[config.mk]
export PLATFORM = sky130hd
export DESIGN_NAME = lsu_byte_master_flat
export DESIGN_NICKNAME = d
export VERILOG_FILES = /design/src/rtl/lsu_byte_master_if.sv /design/src/rtl/lsu_byte_master.sv /design/src/flat_wrapper.sv
export SDC_FILE = /design/constraint.sdc
export NUM_CORES = 1
export LEC_CHECK = 0
export ABC_AREA = 1
export BUFFER_PORTS_ARGS = -buffer_cell sky130_fd_sc_hd__buf_4
export CELL_PAD_IN_SITES_DETAIL_PLACEMENT = 0
export CELL_PAD_IN_SITES_GLOBAL_PLACEMENT = 1
export CORE_MARGIN = 3
export CORE_UTILIZATION = 36
export DETAILED_ROUTE_END_ITERATION = 8
export GPL_ROUTABILITY_DRIVEN = 0
export PLACE_DENSITY_LB_ADDON = 0.1
export SYNTH_ARGS = -nofsm -noshare
export SYNTH_HDL_FRONTEND = slang
export SYNTH_SLANG_ARGS = --single-unit
[constraint.sdc]
create_clock -name clk -period 2.5 [get_ports clk]
set_input_delay 0.375 -clock clk [delete_from_list [all_inputs] [get_ports clk]]
set_output_delay 0.375 -clock clk [all_outputs]
set_load 0.01 [all_outputs]
[src/rtl/lsu_byte_master_if.sv]
// lsu_byte_master_if: core request/response and byte-wide memory beat signals; master = load/store unit, slave = core + memory side
interface lsu_byte_master_if;
  logic        req_valid;
  logic        req_ready;
  logic        req_memrw;
  logic [2:0]  req_funct3;
  logic [31:0] req_addr;
  logic [31:0] req_wdata;
  logic        resp_valid;
  logic [31:0] resp_rdata;
  logic        resp_err;
  logic [31:0] mem_addr;
  logic        mem_re;
  logic        mem_we;
  logic [7:0]  mem_wdata;
  logic [7:0]  mem_rdata;
  logic        mem_ready;
  modport master (
    input  req_valid, req_memrw, req_funct3, req_addr, req_wdata, mem_rdata, mem_ready,
    output req_ready, resp_valid, resp_rdata, resp_err, mem_addr, mem_re, mem_we, mem_wdata
  );
  modport slave (
    output req_valid, req_memrw, req_funct3, req_addr, req_wdata, mem_rdata, mem_ready,
    input  req_ready, resp_valid, resp_rdata, resp_err, mem_addr, mem_re, mem_we, mem_wdata
  );
endinterface

[src/rtl/lsu_byte_master.sv]
// lsu_byte_master: serialises RV32 LB/LH/LW/LBU/LHU/SB/SH/SW into little-endian byte beats; ports clk, rst (sync high), bus (req/resp/mem master modport)
module lsu_byte_master #(
  parameter int TIMEOUT = 16
) (
  input logic clk,
  input logic rst,
  lsu_byte_master_if.master bus
);
  localparam int CW = $clog2(TIMEOUT + 1);
  typedef enum logic [1:0] {IDLE, ACCESS, RESP} state_t;
  state_t state, state_n;
  logic [31:0] addr, wdata, rdata, ext;
  logic [2:0] f3;
  logic [1:0] idx;
  logic [CW-1:0] wcnt;
  logic memrw, err, accept, bad, last, tout;
  assign accept = state == IDLE && bus.req_valid;
  assign bad = bus.req_funct3 == 3'b011 || bus.req_funct3[2:1] == 2'b11
            || (!bus.req_memrw && bus.req_funct3[2])
            || (bus.req_funct3[1:0] == 2'b01 && bus.req_addr[0])
            || (bus.req_funct3[1:0] == 2'b10 && bus.req_addr[1:0] != 2'b00);
  assign last = idx == (f3[1:0] == 2'b00 ? 2'd0 : f3[1:0] == 2'b01 ? 2'd1 : 2'd3);
  assign tout = state == ACCESS && !bus.mem_ready && wcnt == CW'(TIMEOUT - 1);
  always_ff @(posedge clk)
    if (rst) state <= IDLE;
    else state <= state_n;
  always_comb
    state_n = state == IDLE ? (accept ? (bad ? RESP : ACCESS) : IDLE)
            : state == ACCESS ? ((bus.mem_ready && last) || tout ? RESP : ACCESS)
            : IDLE;
  always_ff @(posedge clk)
    if (rst) begin
      addr <= '0;
      wdata <= '0;
      rdata <= '0;
      f3 <= '0;
      idx <= '0;
      wcnt <= '0;
      memrw <= 1'b0;
      err <= 1'b0;
    end else if (accept) begin
      addr <= bus.req_addr;
      wdata <= bus.req_wdata;
      f3 <= bus.req_funct3;
      memrw <= bus.req_memrw;
      rdata <= '0;
      idx <= '0;
      wcnt <= '0;
      err <= bad;
    end else if (state == ACCESS) begin
      if (bus.mem_ready) begin
        if (memrw) rdata[8*idx +: 8] <= bus.mem_rdata;
        idx <= idx + 2'd1;
        wcnt <= '0;
      end else begin
        wcnt <= wcnt + 1'b1;
        err <= err | tout;
      end
    end
  always_comb begin
    ext = f3[1:0] == 2'b00 ? {{24{~f3[2] & rdata[7]}}, rdata[7:0]}
        : f3[1:0] == 2'b01 ? {{16{~f3[2] & rdata[15]}}, rdata[15:0]}
        : rdata;
    bus.req_ready = state == IDLE;
    bus.mem_re = state == ACCESS && memrw;
    bus.mem_we = state == ACCESS && !memrw;
    bus.mem_addr = state == ACCESS ? addr + 32'(idx) : '0;
    bus.mem_wdata = state == ACCESS ? wdata[8*idx +: 8] : '0;
    bus.resp_valid = state == RESP;
    bus.resp_err = state == RESP && err;
    bus.resp_rdata = state == RESP && memrw && !err ? ext : '0;
  end
endmodule

[src/flat_wrapper.sv]
// flat-port wrapper written by rule: the top's interface ports become plain ports
module lsu_byte_master_flat 
#(
  parameter int TIMEOUT = 16
)
  (clk, rst, bus_req_valid, bus_req_memrw, bus_req_funct3, bus_req_addr, bus_req_wdata, bus_mem_rdata, bus_mem_ready, bus_req_ready, bus_resp_valid, bus_resp_rdata, bus_resp_err, bus_mem_addr, bus_mem_re, bus_mem_we, bus_mem_wdata);
  lsu_byte_master_if bus_i ();
  input logic clk;
  input logic rst;
  input wire logic [$bits(bus_i.req_valid)-1:0] bus_req_valid;
  input wire logic [$bits(bus_i.req_memrw)-1:0] bus_req_memrw;
  input wire logic [$bits(bus_i.req_funct3)-1:0] bus_req_funct3;
  input wire logic [$bits(bus_i.req_addr)-1:0] bus_req_addr;
  input wire logic [$bits(bus_i.req_wdata)-1:0] bus_req_wdata;
  input wire logic [$bits(bus_i.mem_rdata)-1:0] bus_mem_rdata;
  input wire logic [$bits(bus_i.mem_ready)-1:0] bus_mem_ready;
  output wire logic [$bits(bus_i.req_ready)-1:0] bus_req_ready;
  output wire logic [$bits(bus_i.resp_valid)-1:0] bus_resp_valid;
  output wire logic [$bits(bus_i.resp_rdata)-1:0] bus_resp_rdata;
  output wire logic [$bits(bus_i.resp_err)-1:0] bus_resp_err;
  output wire logic [$bits(bus_i.mem_addr)-1:0] bus_mem_addr;
  output wire logic [$bits(bus_i.mem_re)-1:0] bus_mem_re;
  output wire logic [$bits(bus_i.mem_we)-1:0] bus_mem_we;
  output wire logic [$bits(bus_i.mem_wdata)-1:0] bus_mem_wdata;
  assign bus_i.req_valid = bus_req_valid;
  assign bus_i.req_memrw = bus_req_memrw;
  assign bus_i.req_funct3 = bus_req_funct3;
  assign bus_i.req_addr = bus_req_addr;
  assign bus_i.req_wdata = bus_req_wdata;
  assign bus_i.mem_rdata = bus_mem_rdata;
  assign bus_i.mem_ready = bus_mem_ready;
  assign bus_req_ready = bus_i.req_ready;
  assign bus_resp_valid = bus_i.resp_valid;
  assign bus_resp_rdata = bus_i.resp_rdata;
  assign bus_resp_err = bus_i.resp_err;
  assign bus_mem_addr = bus_i.mem_addr;
  assign bus_mem_re = bus_i.mem_re;
  assign bus_mem_we = bus_i.mem_we;
  assign bus_mem_wdata = bus_i.mem_wdata;
  lsu_byte_master #(.TIMEOUT(TIMEOUT)) u_core (.clk(clk), .rst(rst), .bus(bus_i));
endmodule
==> run_results.csv, run 1 <==
group,metric,value,unit
cells_and_area,fin_area,0.007615,mm^2
synthesis,synth_commonest_cells,"nor2_1, nand2_1, o21ai_0",
route,wl_per_cell,13.82,um
power_and_ir_drop,p_leak,3.267,nW
clock_network,ctsHoldBuffers,0,
critical_path,crit_slowest_cell,"dfxtp_2",
clock_network,root_buffer,"clkbuf_16",
global_routing,grt_pass1_vias,5691,
synthesis,synth_cells,945,
cells_and_area,antennaDiodeCount,0,
cells_and_area,drive_gt1_frac,0.2044,
clock_network,clkTransAtPathRegs,0.07,ns
sta,fmax,0.4228,GHz
critical_path,end_kind,"output pin",
route,route.detailed.drc,0,
critical_path,crit_required,2.12,ns
route,dr.first_iter.drc_count,417,
sta,relSlewSlack,0.6318,
floorplan,dieArea,0.01772,mm^2
critical_path,r2r_cells,9,
critical_path,reg2reg_slack,0.30,ns
clock_network,tritoncts,"done",
placement,hpwlAfterDp,13610,um
cells_and_area,final_util,0.4918,
synthesis,yosysMostFrequentCell,"nor2_1",
placement,postPlaceCellArea,0.007201,mm^2
route,wirelength,18060,um
cells_and_area,area_growth,30.88,%
synthesis,synth_edf_count,0,
clock_network,clockBufferDepth,2,
synthesis,mappedNetlistArea,0.005818,mm^2
synthesis,synth_top_area_share,0.3785,
global_routing,grt_pass1_wl,28630,um
hold_path,hold_path.class,"input pin to flip-flop",
sta,hold_ws,0.2084,ns
critical_path,critical_path_peak_fanout,8,
power_and_ir_drop,p_per_area,522.9,mW/mm^2
critical_path,path_class,"flip-flop to output pin",
hold_path,hp-start,"rst",
synthesis,ys_ff_latch,110,
floorplan,die_w,133.1,um
synthesis,syn_nets,1035,
critical_path,rr_startpoint,"u_core.idx[0]",
critical_path,reg2reg_to,"u_core.rdata[3]",
critical_path,path_cells,"ha_2 > fa_2 > nand2_4 > nor2_4 > nand2_2 > nor2_4 > o21ai_0 > a21oi_1 > buf_4",
placement,portBuffers,156,
synthesis,ys_seq_area_frac,0.3785,
critical_path,arrival,1.99,ns
floorplan,start_util,0.3758,
clock_network,cts.sinks,110,
clock_network,clk_latency,0.35,ns
synthesis,ys_warn_count,0,
route,vias,6244,
critical_path,max_stage_delay,0.33,ns
sta,hold_viol,0,
power_and_ir_drop,irDropWorstVdd,317.0,uV
sta,worst_slew_pin_slew,0.5523,ns
cells_and_area,fin_nets,1181,
synthesis,synth_top_area_cell,"dfxtp_1",
hold_path,hold_end,"u_core.state[1]",
clock_network,cts_buffers,9,
floorplan,core-area,0.01548,mm^2
floorplan,fp.dieH,133.1,um
power_and_ir_drop,fin_total_pwr,0.003981,W
sta,setup-violations-final,0,
global_routing,antenna_found_initial,1,
route,firstDrtPassIters,4,
status,outcome,"completed",
sta,min_period,2.365,ns
cells_and_area,instances_no_fill,1307,
synthesis,synth_cell_types,27,
flow_run,max_cap_viol_count,0,
floorplan,rows,45,
critical_path,cp_common_cell,"nor2_4",
sta,fin_crit_sh,0.9460,
placement,dp.cells,1285,
synthesis,ys_async_sr_fraction,0,
synthesis,ys.flop_type,"dfxtp_1",
route,antenna_left,0,
global_routing,grt_util_all_layers,0.1986,
synthesis,avgSynthCellArea,6.157,um^2
route,avgViaCountPerCell,4.777,
global_routing,overflow,0,
synthesis,synth_area_leaders,"dfxtp_1, nor2_1, o21ai_0",
sta,finalClockSkew,0.008464,ns
hold_path,whs_path_depth,2,
critical_path,start_kind,"flip-flop",
floorplan,pin_count,157,
sta,maxSlewViolCount,0,
clock_network,cts.htree.levels,3,
global_routing,grt_max_degree,65,
worst max path at each step:
stage                   from  slack, ns  cells past startpoint          endpoint
6_report       u_core.idx[0]       0.14                      9  bus_mem_addr[14]
4_1_cts        u_core.idx[0]      -0.02                     11  bus_mem_addr[24]
2_1_floorplan  u_core.idx[0]       0.48                     10  bus_mem_addr[30]
3_3_place_gp   u_core.idx[0]       0.28                     11  bus_mem_addr[30]
5_1_grt        u_core.idx[0]     -0.004                     11  bus_mem_addr[30]
3_5_place_dp   u_core.idx[0]       0.23                     11  bus_mem_addr[30]
sequential cells by signal, indices dropped and copies added (netlist names):
name / cells
u_core.addr: 32
u_core.err: 1
u_core.f3: 3
u_core.idx: 2
u_core.memrw: 1
u_core.rdata: 32
u_core.state: 2
u_core.wcnt: 5
u_core.wdata: 32
area by class of cell:
cell class	count	area, um^2
clock buffers	10	229.0
multi-input cells	727	3279
repair buffers	176	1334
clock inverters	6	48.80
flip-flops and latches	110	2205
well taps	211	264.0
inverters	67	255.2
fillers	1675	7869
layout by cell type (no fill, tap or decap), types with 2 or more instances in the layout:
master     synthesis  layout
a211oi_1           2       2
a21oi_1           57      57
buf_4              0     175
clkbuf_16          0       9
dfxtp_1          110     108
dfxtp_2            0       2
ha_1               9       8
inv_1             64      62
inv_2              3       3
inv_6              0       5
nand2_1          131     127
nand2_2            6       8
nand2_4            0       2
nand3_1           30      28
nand3_2            1       2
nand4_1            2       2
nor2_1           338     331
nor2_2             3       5
nor2_4             2       7
nor3_1             8       8
o21ai_0          127     127
o21ai_1            2       2
xnor2_1            3       3
timing repair:
item	4_1_cts	5_1_grt
pin swaps	2	6
cloned	0	0
resized for setup	5	21
setup endpoints to repair	8	33
setup buffers	0	6
critical path, delay by kind of cell (launching register included):
kind	cells	cell delay, ns
simple gates	4	0.50
flops	1	0.33
compound gates	2	0.25
buf+inv	1	0.14
fa+ha+maj	2	0.43
per-layer routing:
layer  global-route usage  share of wire  up-vias
li1                     -              -     3297
met1               0.2852           0.50     2778
met2               0.2954           0.42      145
met3              0.04721          0.058       22
met4              0.06114          0.018        2
met5                    0         0.0011        -
power by group:
part	switching [W]	internal (W)
clock	0.000697	0.000694
combinational	0.000369	0.000262
sequential	0.0000970	0.00186
total	0.00116	0.00282
per-stage QoR:
step,TNS [ns],setup WS [ns]
after detailed placement,0,0.2320
after CTS,-0.03725,-0.01760
final,0,0.1350
after global routing,-0.004077,-0.004077
after global placement,0,0.2787
after floorplan,0,0.4762
logic make-up (layout without fill, tap and decap cells):
logic type                 count (synthesis)  after routing  synth area share
DFF                                      110            110            0.3785
AOI/OAI and AO/OA                        191            191            0.1662
buffers and inverters                    108            259           0.07247
adders and majority gates                 10             10           0.02280
and+or+nand+nor                          522            522            0.3540
xor gates and xnor gates                   4              4          0.006023
(Power assumes the default switching activity.)
==> run 2, diff against run 1 <==
--- a/config.mk
+++ b/config.mk
@@ -13,6 +13,7 @@
 export CORE_UTILIZATION = 36
 export DETAILED_ROUTE_END_ITERATION = 8
 export GPL_ROUTABILITY_DRIVEN = 0
+export GPL_TIMING_DRIVEN = 0
 export PLACE_DENSITY_LB_ADDON = 0.1
 export SYNTH_ARGS = -nofsm -noshare
 export SYNTH_HDL_FRONTEND = slang
==> run 2 against run 1 <==
Compared with the run above: wire length rose by 7.8%; first-iteration DRC count is 5.0% lower; core utilization is 0.68 points higher; clock-buffer cell count down 1; total power up 3.4%; register-to-register slack improved by 0.03 ns; critical path type unchanged; largest cell class unchanged; highest routed layer is now met4.
==> run_results.csv, run 2 (synthesis gave the netlist of run 1 again) <==
group,metric,value,unit
sta,maxSlewViolCount,0,
floorplan,fp.dieH,133.1,um
route,firstDrtPassIters,6,
sta,rsz0062_at_grt,"yes",
global_routing,grt_util_all_layers,0.2158,
cells_and_area,final_common_cell,"nor2_1",
global_routing,antenna_found_initial,0,
clock_network,clockBufferDepth,2,
power_and_ir_drop,fin_total_pwr,0.004117,W
clock_network,clk_latency,0.36,ns
floorplan,rows,45,
power_and_ir_drop,seq_power_share,0.476,
power_and_ir_drop,clockPowerShare,0.365,
sta,finalClockSkew,0.007768,ns
power_and_ir_drop,p_sw,0.001205,W
floorplan,start_util,0.3758,
route,wl_per_cell,14.60,um
route,dr.first_iter.drc_count,396,
clock_network,clkTransAtPathRegs,0.08,ns
clock_network,root_buffer,"clkbuf_16",
floorplan,dieArea,0.01772,mm^2
cells_and_area,antennaDiodeCount,0,
sta,relSlewSlack,0.5964,
clock_network,cts.sinks,110,
placement,hpwlAfterDp,15310,um
placement,portBuffers,156,
critical_path,reg2reg_slack,0.33,ns
route,wirelength,19470,um
critical_path,end_kind,"output pin",
sta,worst_slew_pin_slew,0.6055,ns
critical_path,start_kind,"flip-flop",
floorplan,pin_count,157,
clock_network,cts_buffers,9,
cells_and_area,top_regs,"u_core.addr (32), u_core.rdata (32), u_core.wdata (32)",
critical_path,path_class,"flip-flop to output pin",
sta,hold_ws,0.1880,ns
critical_path,critical_path_peak_fanout,4,
power_and_ir_drop,irDropWorstVdd,439.3,uV
sta,setup_tns,0,ns
global_routing,grt_max_degree,20,
route,vias,6352,
sta,fmax,0.4148,GHz
route,avgViaCountPerCell,4.765,
clock_network,ctsHoldBuffers,0,
sta,setup-violations-final,0,
floorplan,die_w,133.1,um
clock_network,tritoncts,"done",
cells_and_area,fin_area,0.007720,mm^2
route,antenna_left,0,
sta,min_period,2.411,ns
cells_and_area,drive_gt1_frac,0.2050,
cells_and_area,area_growth,32.69,%
cells_and_area,final_util,0.4986,
power_and_ir_drop,p_per_area,533.3,mW/mm^2
power_and_ir_drop,power.internal,0.002913,W
power_and_ir_drop,p_comb_frac,0.159,
hold_path,hold_path.class,"input pin to flip-flop",
global_routing,grt_pass1_wl,30660,um
placement,postPlaceCellArea,0.007253,mm^2
critical_path,crit_required,2.12,ns
sta,fin_crit_sh,0.9642,
power_and_ir_drop,p_leak,3.304,nW
clock_network,cts.htree.levels,3,
cells_and_area,fin_nets,1207,
power_and_ir_drop,p_sw_frac,0.2926,
flow_run,max_cap_viol_count,0,
status,outcome,"completed",
floorplan,core-area,0.01548,mm^2
critical_path,arrival,2.04,ns
cells_and_area,layout_common_cells,"nor2_1, buf_4, o21ai_0",
global_routing,overflow,0,
route,route.detailed.drc,0,
global_routing,grt_pass1_vias,5847,
sta,hold_viol,0,
run 2: changes by cell type in the layout (fill, tap and decap cells not counted), moves of 2 or more:
cell      change
nand2_2       +2
dfxtp_4       +2
clkbuf_2      +7
buf_2         +7
inv_6         -3
nand2_1       -2
inv_2         +2
buf_4        -13
clkbuf_1     +24
run 2: area by class of cell:
type | instances | area [um^2]
fill | 1736 | 7764
multi-input combinational | 727 | 3297
sequential | 110 | 2211
timing repair buffer | 162 | 1216
tap | 211 | 264.0
inverter | 67 | 251.5
clock buffer | 9 | 225.2
buffer | 40 | 175.2
clock inverter | 7 | 80.08
run 2: metrics by stage:
step	worst slack, ns	std cells
global placement	-0.09830	1312
floorplan	0.4762	945
finish	0.08940	1333
CTS	0.002543	1328
global route	-0.05517	1333
detailed placement	-0.1122	1312
run 2: path summary, 6_finish.rpt:
| check | cells after the start | start | endpoint |
|---|---|---|---|
| min | 2 | rst | u_core.state[0] |
| max | 7 | u_core.idx[0] | bus_mem_addr[6] |
| min reg2reg | 2 | u_core.rdata[4] | u_core.rdata[4] |
| max reg2reg | 9 | u_core.idx[0] | u_core.rdata[10] |
run 2: critical path: stages (launching register included):
cell	delay, ns
dfxtp_4	0.37
ha_4	0.17
fa_2	0.41
nand2_4	0.11
buf_4	0.11
nor3_1	0.04
nor3_1	0.29
buf_4	0.18
run 2: repair_timing:
item	4_1_cts	5_1_grt
setup endpoints to repair	37	54
pin swaps	2	7
resized for setup	17	26
endpoints found under the hold margin	0	0
setup buffers	1	5
run 2: power groups by stage:
stage	sequential, W	clock [W]	combinational, W
floorplan	0.00197	0	0.000389
global placement	0.00200	0	0.000647
detailed placement	0.00200	0	0.000651
CTS	0.00196	0.00153	0.000654
global route	0.00198	0.00160	0.000751
finish	0.00196	0.00150	0.000655
run 2: routing by layer:
metal / vias up / GRT usage / wire [um]
met5: - / 0 / 0
met4: 0 / 0.04514 / 224
met3: 17 / 0.03550 / 1035
met2: 177 / 0.3301 / 8477
met1: 2804 / 0.3211 / 9730
li1: 3354 / - / -
